==> config.mk <==
export PLATFORM = sky130hd
export DESIGN_NAME = seg7_display_reader_flat
export DESIGN_NICKNAME = d
export VERILOG_FILES = /design/src/rtl/seg7_display_reader_pkg.sv /design/src/rtl/seg7_display_reader_if.sv /design/src/rtl/seg7_pattern_encoder.sv /design/src/rtl/seg7_display_reader.sv /design/src/flat_wrapper.sv
export VERILOG_INCLUDE_DIRS = /design/src /design/src/rtl
export SDC_FILE = /design/constraint.sdc
export NUM_CORES = 1
export LEC_CHECK = 0
export BUFFER_PORTS_ARGS = -buffer_cell sky130_fd_sc_hd__buf_2
export CAP_MARGIN = 20
export CORE_ASPECT_RATIO = 0.7
export CORE_MARGIN = 5
export CORE_UTILIZATION = 40
export CTS_BUF_LIST = sky130_fd_sc_hd__clkbuf_4 sky130_fd_sc_hd__clkbuf_8
export DETAILED_ROUTE_END_ITERATION = 16
export HOLD_SLACK_MARGIN = 0.03
export RECOVER_POWER = 100
export SYNTH_ARGS = -nofsm -noshare
export SYNTH_HDL_FRONTEND = slang
export SYNTH_HIERARCHICAL = 1
export SYNTH_SLANG_ARGS = --single-unit
==> constraint.sdc <==
create_clock -name clk -period 5.7 [get_ports clk]
set_input_delay 0.855 -clock clk [delete_from_list [all_inputs] [get_ports clk]]
set_output_delay 0.855 -clock clk [all_outputs]
set_load 0.02 [all_outputs]
==> src/rtl/seg7_codes.vh <==
// Shared 7-segment glyph codes and segment bit positions (bit0=a .. bit6=g, bit7=h).
// Used by both the display decoder and the display reader so the table lives in one place.
`ifndef SEG7_CODES_VH
`define SEG7_CODES_VH

`define SEG7_BIT_A 0
`define SEG7_BIT_B 1
`define SEG7_BIT_C 2
`define SEG7_BIT_D 3
`define SEG7_BIT_E 4
`define SEG7_BIT_F 5
`define SEG7_BIT_G 6
`define SEG7_BIT_H 7

`define SEG7_GLYPH_0 7'h3F
`define SEG7_GLYPH_1 7'h06
`define SEG7_GLYPH_2 7'h5B
`define SEG7_GLYPH_3 7'h4F
`define SEG7_GLYPH_4 7'h66
`define SEG7_GLYPH_5 7'h6D
`define SEG7_GLYPH_6 7'h7D
`define SEG7_GLYPH_7 7'h07
`define SEG7_GLYPH_8 7'h7F
`define SEG7_GLYPH_9 7'h6F
`define SEG7_GLYPH_A 7'h77
`define SEG7_GLYPH_B 7'h7C
`define SEG7_GLYPH_C 7'h39
`define SEG7_GLYPH_D 7'h5E
`define SEG7_GLYPH_E 7'h79
`define SEG7_GLYPH_F 7'h71

`endif

==> src/rtl/seg7_display_reader_pkg.sv <==
// Shared types and helpers for the 7-segment display reader.
package seg7_display_reader_pkg;

  localparam int MAX_DIGITS = 8;

  typedef logic [3:0] nibble_t;
  typedef logic [3:0] cnt_t;

  function automatic logic onehot8(input logic [7:0] v);
    return (v != 8'h00) && ((v & (v - 8'h01)) == 8'h00);
  endfunction

endpackage

==> src/rtl/seg7_display_reader_if.sv <==
// Display bus snooped by the reader plus the recovered-value outputs.
interface seg7_display_reader_if #(parameter int DIGITS = 4);
  logic [7:0]          seg;
  logic [DIGITS-1:0]   dig_sel;
  logic [4*DIGITS-1:0] value;
  logic                valid;
  logic                locked;
  logic                bad_pattern;

  modport master (output seg, dig_sel, input value, valid, locked, bad_pattern);
  modport slave  (input seg, dig_sel, output value, valid, locked, bad_pattern);
endinterface

==> src/rtl/seg7_pattern_encoder.sv <==
// Combinational inverse of the 7-segment glyph table: pattern -> nibble plus a legal-glyph flag.
`include "seg7_codes.vh"

module seg7_pattern_encoder (
  input  logic [6:0] in_i,
  output logic [3:0] out_o,
  output logic       hit_o
);

  always_comb begin
    out_o = 4'h0;
    hit_o = 1'b1;
    case (in_i)
      `SEG7_GLYPH_0: out_o = 4'h0;
      `SEG7_GLYPH_1: out_o = 4'h1;
      `SEG7_GLYPH_2: out_o = 4'h2;
      `SEG7_GLYPH_3: out_o = 4'h3;
      `SEG7_GLYPH_4: out_o = 4'h4;
      `SEG7_GLYPH_5: out_o = 4'h5;
      `SEG7_GLYPH_6: out_o = 4'h6;
      `SEG7_GLYPH_7: out_o = 4'h7;
      `SEG7_GLYPH_8: out_o = 4'h8;
      `SEG7_GLYPH_9: out_o = 4'h9;
      `SEG7_GLYPH_A: out_o = 4'hA;
      `SEG7_GLYPH_B: out_o = 4'hB;
      `SEG7_GLYPH_C: out_o = 4'hC;
      `SEG7_GLYPH_D: out_o = 4'hD;
      `SEG7_GLYPH_E: out_o = 4'hE;
      `SEG7_GLYPH_F: out_o = 4'hF;
      default: begin
        out_o = 4'h0;
        hit_o = 1'b0;
      end
    endcase
  end

endmodule

==> src/rtl/seg7_display_reader.sv <==
// Snoops a multiplexed 7-segment bus, qualifies each digit over several scans and
// publishes the displayed hex word once every digit is stable.
module seg7_display_reader
  import seg7_display_reader_pkg::*;
#(
  parameter int DIGITS       = 4,
  parameter int STABLE_SCANS = 3
) (
  input  logic                  clk,
  input  logic                  reset,
  seg7_display_reader_if.slave  bus
);

  localparam cnt_t STABLE_CNT = cnt_t'(STABLE_SCANS);

  logic [6:0]          s1_seg_q, s2_seg_q;
  logic [DIGITS-1:0]   s1_sel_q, s2_sel_q;
  nibble_t             cap_q [DIGITS];
  nibble_t             cap_d [DIGITS];
  cnt_t                cnt_q [DIGITS];
  cnt_t                cnt_d [DIGITS];
  logic [4*DIGITS-1:0] value_q, word_s;
  logic                valid_q, locked_q, bad_q, published_q;
  logic                sample_s, hit_s, all_stable_s, publish_s;
  nibble_t             glyph_s;

  // The last cycle of a dwell: a single digit is on and the select is about to change.
  assign sample_s = onehot8(8'(s2_sel_q)) && (s1_sel_q != s2_sel_q);

  seg7_pattern_encoder u_enc (
    .in_i  (s2_seg_q),
    .out_o (glyph_s),
    .hit_o (hit_s)
  );

  always_comb begin
    for (int i = 0; i < DIGITS; i++) begin
      cap_d[i] = cap_q[i];
      cnt_d[i] = cnt_q[i];
      if (sample_s && s2_sel_q[i]) begin
        if (!hit_s) begin
          cnt_d[i] = 4'd0;
        end else if (glyph_s == cap_q[i]) begin
          cnt_d[i] = (cnt_q[i] < STABLE_CNT) ? cnt_q[i] + 4'd1 : STABLE_CNT;
        end else begin
          cap_d[i] = glyph_s;
          cnt_d[i] = 4'd1;
        end
      end else begin
        cnt_d[i] = cnt_q[i];
      end
    end
  end

  always_comb begin
    all_stable_s = 1'b1;
    word_s       = '0;
    for (int i = 0; i < DIGITS; i++) begin
      word_s[4*i +: 4] = cap_q[i];
      if (cnt_q[i] != STABLE_CNT) begin
        all_stable_s = 1'b0;
      end else begin
        all_stable_s = all_stable_s;
      end
    end
  end

  // First publish after reset is forced even when the word equals the reset value.
  assign publish_s = all_stable_s && ((word_s != value_q) || !published_q);

  always_ff @(posedge clk or posedge reset) begin
    if (reset) begin
      s1_seg_q    <= 7'h00;
      s2_seg_q    <= 7'h00;
      s1_sel_q    <= '0;
      s2_sel_q    <= '0;
      value_q     <= '0;
      valid_q     <= 1'b0;
      locked_q    <= 1'b0;
      bad_q       <= 1'b0;
      published_q <= 1'b0;
      for (int i = 0; i < DIGITS; i++) begin
        cap_q[i] <= 4'd0;
        cnt_q[i] <= 4'd0;
      end
    end else begin
      s1_seg_q    <= bus.seg[6:0];
      s2_seg_q    <= s1_seg_q;
      s1_sel_q    <= bus.dig_sel;
      s2_sel_q    <= s1_sel_q;
      locked_q    <= all_stable_s;
      valid_q     <= publish_s;
      value_q     <= publish_s ? word_s : value_q;
      published_q <= published_q | publish_s;
      bad_q       <= sample_s && !hit_s;
      for (int i = 0; i < DIGITS; i++) begin
        cap_q[i] <= cap_d[i];
        cnt_q[i] <= cnt_d[i];
      end
    end
  end

  assign bus.value       = value_q;
  assign bus.valid       = valid_q;
  assign bus.locked      = locked_q;
  assign bus.bad_pattern = bad_q;

endmodule

==> src/flat_wrapper.sv <==
// flat-port wrapper written by rule: the top's interface ports become plain ports
module seg7_display_reader_flat import seg7_display_reader_pkg::*;
#(
  parameter int DIGITS       = 4,
  parameter int STABLE_SCANS = 3
)
  (clk, reset, bus_seg, bus_dig_sel, bus_value, bus_valid, bus_locked, bus_bad_pattern);
  seg7_display_reader_if #(.DIGITS(DIGITS)) bus_i ();
  input  logic clk;
  input  logic reset;
  input wire logic [$bits(bus_i.seg)-1:0] bus_seg;
  input wire logic [$bits(bus_i.dig_sel)-1:0] bus_dig_sel;
  output wire logic [$bits(bus_i.value)-1:0] bus_value;
  output wire logic [$bits(bus_i.valid)-1:0] bus_valid;
  output wire logic [$bits(bus_i.locked)-1:0] bus_locked;
  output wire logic [$bits(bus_i.bad_pattern)-1:0] bus_bad_pattern;
  assign bus_i.seg = bus_seg;
  assign bus_i.dig_sel = bus_dig_sel;
  assign bus_value = bus_i.value;
  assign bus_valid = bus_i.valid;
  assign bus_locked = bus_i.locked;
  assign bus_bad_pattern = bus_i.bad_pattern;
  seg7_display_reader #(.DIGITS(DIGITS), .STABLE_SCANS(STABLE_SCANS)) u_core (.clk(clk), .reset(reset), .bus(bus_i));
endmodule
Word-level counts from Yosys, hierarchy flattened

Cells that the tools add are included.

Register bits: 74
Input port bits: 14
Output and inout port bits: 19
Logic and storage cells: 94

Add/subtract/negate cells: 5
$lt $le $gt $ge: 4
Equal/unequal tests: 26
Muxes and demuxes: 18
Bitwise logic cells: 6
Reductions and logical operators: 18

Operator list:

| cell                | number |
|---|---|
| $eq 7x7->1 const B  | 12 |
| $pmux 4 s15         | 1 |
| $mux 4              | 12 |
| $add 4x1->4 const B | 4 |
| $eq 4x4->1          | 4 |
| $lt 4x2->1 const B  | 4 |
| $ne 16x16->1        | 1 |
| $ne 4x2->1 const B  | 4 |
| $reduce_or 16->1    | 1 |
| $eq 7x3->1 const B  | 2 |
| $eq 7x6->1 const B  | 2 |
| $reduce_and 3->1    | 4 |
| $and 4x8->8         | 1 |
| $logic_and 1x1->1   | 8 |
| $logic_not 8->1     | 1 |
| $mux 1              | 5 |
| $sub 4x1->5 const B | 1 |
| $ne 4x4->1          | 1 |
| $not 1->1           | 4 |
| $reduce_bool 4->1   | 1 |
| $logic_not 1->1     | 2 |
| $logic_or 1x1->1    | 1 |
| $or 1x1->1          | 1 |

Depth between registers and ports, before layout

Gate-level depths: netlist of the first run.

Depth in word-level cells: 7
Mapped depth: 11
Gate-level depth less buffers: 9

Cells and area by module

The synthesis of the first run kept the hierarchy.

By module, submodules not included:

| module               | times used | cells each | area an instance (um^2) | seq. area each (um^2) |
|---|---|---|---|---|
| seg7_display_reader  | 1          | 221        | 3141.8                  | 1851.8 |
| seg7_pattern_encoder | 1          | 59         | 387.9                   | 0.0 |

Worst setup path after synthesis of the first run

No wires, ideal clock.

Path type: reg2reg
From: reg u_core.s2_seg_q[1]
To: reg u_core/cnt_q[0] (netlist bit)
Arrival: 2319 ps
Data required time: 5575 ps
Path slack: 3257 ps
Stages on the path, launching flop included: 11
Buffers on the path: 2
Clock period less this slack: 2443 ps
Cells stage by stage: dfrtp_1 -> buf_6 -> or3b_1 -> o21ai_1 -> nor3b_2 -> nand2b_1 -> clkbuf_1 -> xor2_1 -> nor4_1 -> a31oi_1 -> mux2_2

Longest elaborated chain between the ends: 5
Elaborated cells between the ends (all ways): 22
Classes of those cells: 17 x eq/ne; 4 x mux; 1 x reduce/logical

Ends and longest elaborated chain:

| what                                     | line                       | RTL |
|---|---|---|
| from (decl)                              | seg7_display_reader.sv:16  | `logic [6:0] s1_seg_q, s2_seg_q;` |
| from (signal assigned)                   | seg7_display_reader.sv:88  | `s2_seg_q <= s1_seg_q;` |
| $eq 7x7->1, or another cell as far along | seg7_pattern_encoder.sv:13 | `case (in_i)` |
| $pmux 4 s15 (*)                          | seg7_pattern_encoder.sv:13 |  |
| via u_core.glyph_s[3]                    | seg7_display_reader.sv:25  | `nibble_t glyph_s;` |
| $eq 4x4->1 (*)                           | seg7_display_reader.sv:43  | `end else if (glyph_s == cap_q[i]) begin` |
| $mux 4 (*)                               | seg7_display_reader.sv:43  |  |
| $mux 4 (*)                               | seg7_display_reader.sv:41  | `if (!hit_s) begin` |
| to (signal, indexed assignment)          | seg7_display_reader.sv:98  | `cnt_q[i] <= cnt_d[i];` |
| to (decl)                                | seg7_display_reader.sv:20  | `cnt_t cnt_q [DIGITS];` |

Mark *: on every way through the listed nets, which the timed path passes. The rest lies on a longest branch.
A chain may end at the register's enable or synchronous reset.

Final worst setup path of the first run

From: reg u_core.s2_seg_q[4]
To: reg u_core/cnt_q[0] (netlist bit)

The elaborated chain is that of the path after synthesis.

==> metrics, run 1 <==
status=complete, no violations; number of global-route vias before repair=2048; DIE HEIGHT=88.6 microns; final instance area=0.00384 sq mm; grt ovf=0; FF/Latch Area=0.00185 sq mm; worst clock skew=9.09 ps; Setup crit end kind=flop; Synth cell types=43; Post-CTS Setup Bufs=0; Slew Viols, Final=0; top cell type by total area after synthesis=dfrtp_1; die area=0.0108 sq mm; post-route ant nets=0; Synth area leaders=dfrtp_1 52%, mux2_2 7.7%, mux2_4 6.8%; 1st-pass router iterations=4; Post-Syn Area=0.00353 sq mm; Clock Root Buffer=clkbuf_8; initial antenna violation count=0; share of post-route cells with drive strength above 1=18.2%; Via density=4.94; Clk pin slew, worst setup/hold paths=70 ps; Setup TNS=0 ps; DR iter-0 viols=139; RSZ-0062 raised after global routing=no; Worst Path Max Fanout=13; Startpoint Class=flop; static leakage=0.00187 uW; Final setup viols=0; Tmin final=3070 ps; area grow syn2layout=8.93%; Routability Congestion=0.752; Final Hold Viols=0; placed wire-length estimate=4450 microns; Power per Cell Area=281 mW/mm^2; worst endpoint data arrival time=3310 ps; Min-Delay Path Class=flop to flop; I/O pin cnt=33; Post-route DRC=0; FMAX=325 MHz; Req. time, crit path=5940 ps; mean post-synth cell area=12.6 sq um; post-synthesis net count=298; aggregate routed wire length=6340 microns; clk_lat worst skew=350 ps; Avg WL per Cell=14.6 microns; largest net degree at the start of global routing=75; clock buffer depth=2; core area=0.00851 sq mm; TritonCTS clock tree=built; first-pass GRT wire length=10500 microns; Seq/Total Area, Yosys=52.5%; GRT Util Overall=12.8%; initial core utilization=41.5%; Slew HR=39.0%; CTS Hold Buffers Added=0; die outline width=122 microns; H-tree depth=3; max capacitance violation total=0; hold slack=350 ps; Ys Warns=6; Filler Cells Inserted=832; post-synth top area share=52.5%; nets=326; fin crit share=53.9%; FF+latch count, synth=74; Slew @ Worst Pin=915 ps; # port buffers=31; Num CTS Buffers=9; placed cell area=0.00373 sq mm; cell row count=28; ANT cells=0; Vias=2139; post-CTS sizing=0; Worst Setup Path Type=flop to flop; VDD IR max=172 uV; CTS sink cnt=74; Synth Instances=280; area of the multi-input gates=0.00147 sq mm
## metrics by stage
step	total power (uW)	setup WS [ps]	utilization (%)	std cells
floorplan	651	2960	-	280
finish	1080	2630	45.2	433
detailed placement	677	2700	43.8	417
global placement	674	2770	43.8	417
global route	1140	2340	45.2	433
CTS	1100	2670	46.3	433
## final cells by class
| type | count | share of cell area [%] |
|---|---|---|
| Sequential cell | 74 | 48.2 |
| Timing Repair Buffer | 33 | 3.71 |
| Tap cell | 120 | 3.90 |
| Clock buffer | 14 | 4.52 |
| Multi-Input combinational cell | 185 | 38.3 |
| Clock inverter | 2 | 0.911 |
| Inverter | 5 | 0.488 |
## registers in the layout (all words and copies together) (netlist names)
| signal | flops |
|---|---|
| u_core/bus.value | 16 |
| u_core/cap_q | 16 |
| u_core/cnt_q | 16 |
| u_core/s1_seg_q | 7 |
| u_core/s2_seg_q | 7 |
| u_core/s1_sel_q | 4 |
| u_core/s2_sel_q | 4 |
| u_core/bus.bad_pattern | 1 |
| u_core/bus.locked | 1 |
| u_core/bus.valid | 1 |
| u_core/published_q | 1 |
## worst max-delay path, cell delays in order, from the launching register on
cell      delay, ps
dfrtp_1         560
or3b_1          410
o21ai_0         190
nor3b_1         240
nand2b_1        400
xor2_1          120
nor4_1          590
a31oi_1         170
mux2_2          280
## logic make-up after synthesis
family / share of synthesized area, %
buffers and inverters: 3.97
flip-flops: 52.5
multiplexers: 14.5
XOR/XNOR: 9.18
adder cells (fa/ha/maj): 1.42
AO/OA/AOI/OAI: 5.07
AND/OR/NAND/NOR: 13.4
## cell usage after synthesis (all sizes together)
cell type	count
inv	4
buf	12
a21o	1
clkbuf	4
nor3	5
dfrtp	74
xnor2	17
ha	4
o211ai	2
nand4bb	2
and2	9
nor4	10
clkinv	1
a31oi	7
and3	4
or3	2
and4bb	1
o21ai	6
nor3b	3
or2	1
nand3	6
and4	1
o41ai	4
nor4b	2
and3b	1
or3b	3
nor2	6
nand4	3
xor2	20
nand4b	2
a21oi	7
o31a	1
nand3b	1
nand2b	5
nand2	9
mux2	40
## report_power, final
part	leakage, uW	total [uW]	internal [uW]	switching, uW
Clock	0.000111	421	240	181
Sequential	0.000979	570	545	24.9
Combinational	0.000781	89.9	40.5	49.4
Total	0.00187	1080	826	255
## layer usage
layer	vias up	routed length [microns]	GRT usage, %	part of all wire, %
met2	47	2590	17.5	41
met4	0	75	3.66	1.2
li1	1045	-	-	-
met5	-	0	0	0
met1	1039	3330	18.7	53
met3	8	337	5.05	5.3
## placed cells by master, fill, tap and decap left out, types with 2 or more instances in the layout
cell / Yosys / final
nand4_1: 3 / 3
nand3_1: 6 / 6
o41ai_1: 4 / 4
nand2b_1: 5 / 5
o211ai_1: 2 / 2
mux2_1: 0 / 15
clkbuf_4: 0 / 3
mux2_2: 24 / 24
dfrtp_1: 74 / 74
buf_2: 4 / 12
ha_1: 4 / 4
inv_1: 4 / 4
and2_0: 0 / 2
nor2_1: 6 / 6
o21ai_0: 4 / 5
and3_1: 4 / 4
a21oi_1: 6 / 7
and2_1: 8 / 6
nand2_1: 9 / 9
xnor2_1: 17 / 17
nor3_1: 5 / 5
clkbuf_1: 4 / 20
nor4_1: 10 / 10
nor4b_1: 2 / 2
nand4bb_1: 2 / 2
or3_1: 2 / 2
xor2_1: 20 / 20
or3b_1: 3 / 3
a31oi_1: 7 / 7
nand4b_1: 2 / 2
clkbuf_8: 0 / 11
nor3b_1: 2 / 3
## worst paths after layout
path                                    start                    to  slack [ps]  depth (start not counted)
setup / recovery           u_core/s2_seg_q[4]       u_core/cnt_q[0]        2630                          8
hold / removal             u_core/s1_seg_q[2]    u_core/s2_seg_q[2]         350                          0
setup reg to reg           u_core/s2_seg_q[4]       u_core/cnt_q[0]        2630                          8
hold reg to reg            u_core/s1_seg_q[2]    u_core/s2_seg_q[2]         350                          0
max in group asynchronous               reset  u_core/bus.value[14]        4330                          3
min in group asynchronous               reset    u_core/s1_sel_q[2]         780                          3
Note: power is estimated with default switching activity, not from simulation.
==> run 2: changes to the inputs <==
clock period = 2.6 ns   (was 5.7 ns; I/O delays follow)
==> run 2 against run 1 <==
  * Via count up 7.0%
  * Largest cell class unchanged
  * Maximum frequency increased by 24%
  * Flip-flop and latch count unchanged
  * Worst hold slack got worse by 210 ps
  * Largest power group unchanged
  * Global-route usage increased by 0.71 points
  * Setup slack lost 2500 ps
==> metrics, run 2 (synthesized netlist as in run 1, its figures left out) <==
status=complete, no violations; DIE HEIGHT=88.6 microns; kind of cell adding the most delay to the critical path=buffers and inverters; Req. time, crit path=2840 ps; CP cell instances=buf_4 > and4bb_2 > a31oi_4 > buf_4 > nand2b_4 > buf_12 > xor2_1 > nor4_2 > buf_4 > a31oi_1 > mux2_2; WHS Endpoint=u_core/s1_seg_q[5]; H-tree depth=3; Filler Cells Inserted=776; commonest non-fill, non-tap cells in the layout=69 x dfrtp_1, 24 x mux2_2, 21 x clkbuf_1, 21 x buf_4, 20 x xor2_1; reg2reg path depth=11; # port buffers=31; Placed Cells=434; aggregate routed wire length=6960 microns; initial core utilization=41.5%; pre-CTS setup slack=28.8 ps; die outline width=122 microns; setup ws final=114 ps; Setup crit end kind=flop; initial antenna violation count=0; DR iter-0 viols=96; max capacitance violation total=0; FF/Latch Area=0.00186 sq mm; Power per Cell Area=612 mW/mm^2; most common cell after layout, fill and taps aside=dfrtp_1; CTS sink cnt=74; Clk pin slew, worst setup/hold paths=70 ps; Final setup viols=0; final cell count without fillers=458; worst hold start=bus_seg[5]; Worst Setup Path Type=flop to flop; GRT Util Overall=13.5%; final instance area=0.00421 sq mm; Startpoint Class=flop; hold slack=142 ps; Avg WL per Cell=15.2 microns; largest net degree at the start of global routing=49; I/O pin cnt=33; r2r setup slk=110 ps; post-route ant nets=0; Vias=2289; Slew @ Worst Pin=1170 ps; WHS Path Cells=1; TritonCTS clock tree=built; core area=0.00851 sq mm; worst clock skew=10.5 ps; Post-route DRC=0; Worst R2R Start=u_core/s2_seg_q[4]; Slew Viols, Final=0; die area=0.0108 sq mm; placed cell area=0.00389 sq mm; fin crit share=95.6%; Worst Path Max Fanout=8; area of the multi-input gates=0.00160 sq mm; number of global-route vias before repair=2214; Slowest Stage Delay on Critical Path=460 ps; area grow syn2layout=19.3%; grt ovf=0; static leakage=0.00201 uW; placed wire-length estimate=4790 microns; FMAX=402 MHz; RR Endpoint=u_core/cnt_q[12]; slowest stage cell, crit path=dfrtp_2; CP Buf/Inv Count=4; Routability Congestion=0.777; Tmin final=2490 ps; clock buffer depth=2; ANT cells=0; Slew HR=21.8%; Clock Root Buffer=clkbuf_8; share of post-route cells with drive strength above 1=32.5%; Via density=5.00; Min-Delay Path Class=input port to flop; 1st-pass router iterations=4; nets=351; worst endpoint data arrival time=2720 ps; cell row count=28; clk_lat worst skew=350 ps; Setup TNS=0 ps; first-pass GRT wire length=11100 microns; Num CTS Buffers=9; CP most frequent cell=buf_4; Final Hold Viols=0; VDD IR max=381 uV
[run 2: cell count changes in the layout (fill, tap and decap cells not counted), moves of 4 or more]
| cell | delta |
|---|---|
| mux2_1 | -15 |
| nor4_1 | -4 |
| buf_4 | +20 |
| mux2_4 | +15 |
| dfrtp_2 | +5 |
| dfrtp_1 | -5 |
[run 2: metrics by stage]
step | util [%] | power [uW]
after floorplan | - | 1430
after global placement | 45.7 | 1520
after detailed placement | 45.7 | 1530
after CTS | 48.5 | 2600
after global routing | 49.5 | 2700
final | 49.5 | 2580
[run 2: worst max-delay path by stage]
stage	from	to	slack [ps]	cells after the start
2_1_floorplan	u_core/s2_seg_q[1]	u_core/cnt_q[0]	160	10
3_3_place_gp	u_core/s2_seg_q[1]	u_core/cnt_q[12]	50	10
3_5_place_dp	u_core/s2_seg_q[1]	u_core/cnt_q[12]	30	10
4_1_cts	u_core/s2_seg_q[1]	u_core/cnt_q[12]	10	10
5_1_grt	u_core/s2_seg_q[5]	u_core/cnt_q[4]	-30	10
6_report	u_core/s2_seg_q[4]	u_core/cnt_q[12]	110	11
[run 2: cell type report]
cell class	count	area share, %
repair buffers	58	8.23
flip-flops and latches	74	44.1
inverters	5	0.446
multi-input cells	185	38.0
well taps	120	3.57
clock inverters	6	2.50
clock buffers	10	3.12
[run 2: repair_timing]
item / CTS / global route
hold buffers: 0 / 0
setup endpoints to repair: 0 / 8
resized for setup: 0 / 16
buffers inserted: 0 / 8
[run 2: where the power goes]
part | switching (uW) | total, uW | internal, uW
registers | 52.1 | 1250 | 1200
clock network | 411 | 1050 | 643
logic | 134 | 276 | 143
total | 597 | 2580 | 1980
[run 2: per-layer routing]
metal,GRT usage [%],vias to the layer above,wire length [microns]
li1,-,1103,-
met4,5.18,0,96
met2,18.9,62,2970
met3,5.18,12,405
met1,19.0,1112,3480
met5,0,-,0
==> run 3: changes to the inputs <==
CORE_MARGIN = 2   (was 5)
==> run 3 against run 2 <==
  * Maximum frequency down 0.36%
  * Global-route usage rose by 2.4 points
  * Largest cell class unchanged
  * Sequential share of layout area shrank 0.92 points
  * Critical path type unchanged
  * Non-clock buffer count increased by 8
==> metrics, run 3 (synthesized netlist as in run 1, its figures left out) <==
die outline width=116 microns; worst hold start=bus_seg[5]; first-pass GRT wire length=11300 microns; largest net degree at the start of global routing=47; die area=0.00960 sq mm; Switch Pwr=588 uW; CP cell instances=buf_6 > or3b_4 > o21ai_2 > nor3b_4 > nand2b_4 > buf_8 > xor2_1 > nor4_2 > buf_4 > a31oi_1 > mux2_2; CTS Hold Buffers Added=0; status=complete, no violations; GRT Util Overall=15.9%; worst endpoint data arrival time=2740 ps; fin crit share=96.0%; max capacitance violation total=0; I/O pin cnt=33; Final setup viols=0; Avg WL per Cell=15.1 microns; commonest non-fill, non-tap cells in the layout=71 x dfrtp_1, 26 x buf_4, 24 x mux2_2, 22 x clkbuf_1; final instance area=0.00429 sq mm; RR Endpoint=u_core/cnt_q[12]; # port buffers=31; share of post-route cells with drive strength above 1=33.1%; Worst Path Max Fanout=8; Req. time, crit path=2840 ps; placed wire-length estimate=4880 microns; Clock Root Buffer=clkbuf_8; TritonCTS clock tree=built; Tmin final=2500 ps; Final Hold Viols=0; initial antenna violation count=0; Worst R2R Start=u_core/s2_seg_q[1]; ANT cells=0; 1st-pass router iterations=5; FMAX=401 MHz; sequential power share=48.8%; static leakage=0.00206 uW; post-route ant nets=0; CP Buf/Inv Count=3; internal power=1960 uW; Slew HR=25.2%; worst clock skew=9.50 ps; metal1 wirelength=3520 microns; Vias=2340; aggregate routed wire length=6990 microns; reg2reg path depth=11; most common cell after layout, fill and taps aside=dfrtp_1; DIE HEIGHT=82.6 microns; DR iter-0 viols=115; Num CTS Buffers=9; slowest stage cell, crit path=dfrtp_2; clock buffer depth=2; Setup TNS=0 ps; nets=359; core area=0.00851 sq mm; CTS sink cnt=74; Min-Delay Path Class=input port to flop; area grow syn2layout=21.7%; Clock power frac=39.5%; WHS Path Cells=1; met3 routed WL=423 microns; VDD IR max=382 uV; Slowest Stage Delay on Critical Path=420 ps; met2 WL=2960 microns; kind of cell adding the most delay to the critical path=simple AND/OR/NAND/NOR gates; Power per Cell Area=593 mW/mm^2; Worst Setup Path Type=flop to flop; H-tree depth=3; critical path depth=11; Switching Share=23.1%; Via density=5.04; Post-route DRC=0; placed cell area=0.00391 sq mm; Slew Viols, Final=0; Startpoint Class=flop; combinational power share=11.7%; Clk pin slew, worst setup/hold paths=70 ps; Filler Cells Inserted=775; Routability Congestion=0.923; Setup crit end=u_core/cnt_q[12]; grt ovf=0; cell row count=28; number of global-route vias before repair=2264; clk_lat worst skew=350 ps; DR top layer=met4; Slew @ Worst Pin=1120 ps; Setup crit start=u_core/s2_seg_q[1]; initial core utilization=41.5%; Setup crit end kind=flop; r2r setup slk=100 ps
## run 3: worst min path at each step
stage	endpoint	slack, ps
2_1_floorplan	u_core/s2_seg_q[0]	330
3_3_place_gp	u_core/s2_seg_q[1]	330
3_5_place_dp	u_core/s2_seg_q[3]	330
4_1_cts	u_core/s1_seg_q[5]	120
5_1_grt	u_core/s1_seg_q[1]	110
6_report	u_core/s1_seg_q[5]	140
## run 3: cell type report
type	count	area, sq um	share of cell area [%]
Multi-Input combinational cell	185	1630	38.0
Clock buffer	12	165	3.85
Sequential cell	74	1860	43.2
Tap cell	120	150	3.50
Clock inverter	2	60.1	1.40
Inverter	5	18.8	0.437
Timing Repair Buffer	66	412	9.59
## run 3: per-layer routing
layer | up-vias | track usage, %
met5 | - | 0
li1 | 1113 | -
met3 | 10 | 5.47
met1 | 1160 | 22.5
met2 | 57 | 22.8
met4 | 0 | 5.36
## run 3: power groups by stage
stage	clock (uW)	sequential, uW	combinational, uW
floorplan	0	1250	177
global placement	0	1260	260
detailed placement	0	1260	264
CTS	1040	1240	272
global route	1100	1250	328
finish	1000	1240	299
## run 3: repair_timing
| action | 4_1_cts | 5_1_grt |
|---|---|---|
| buffers inserted | 0 | 11 |
| cloned | 0 | 0 |
| setup endpoints to repair | 4 | 7 |
| resized for setup | 5 | 30 |
| endpoints found under the hold margin | 0 | 0 |
| pin swaps | 1 | 6 |
## run 3: through the flow
step / total power, uW / setup slack (ps) / utilization, % / std cells / hold slack, ps
global placement: 1520 / -75.9 / 45.9 / 439 / 333
detailed placement: 1530 / -75.8 / 45.9 / 439 / 335
CTS: 2550 / 18.1 / 48.8 / 453 / 122
global route: 2680 / -10.7 / 50.4 / 464 / 112
floorplan: 1430 / 157 / - / 280 / 331
finish: 2550 / 105 / 50.4 / 464 / 139
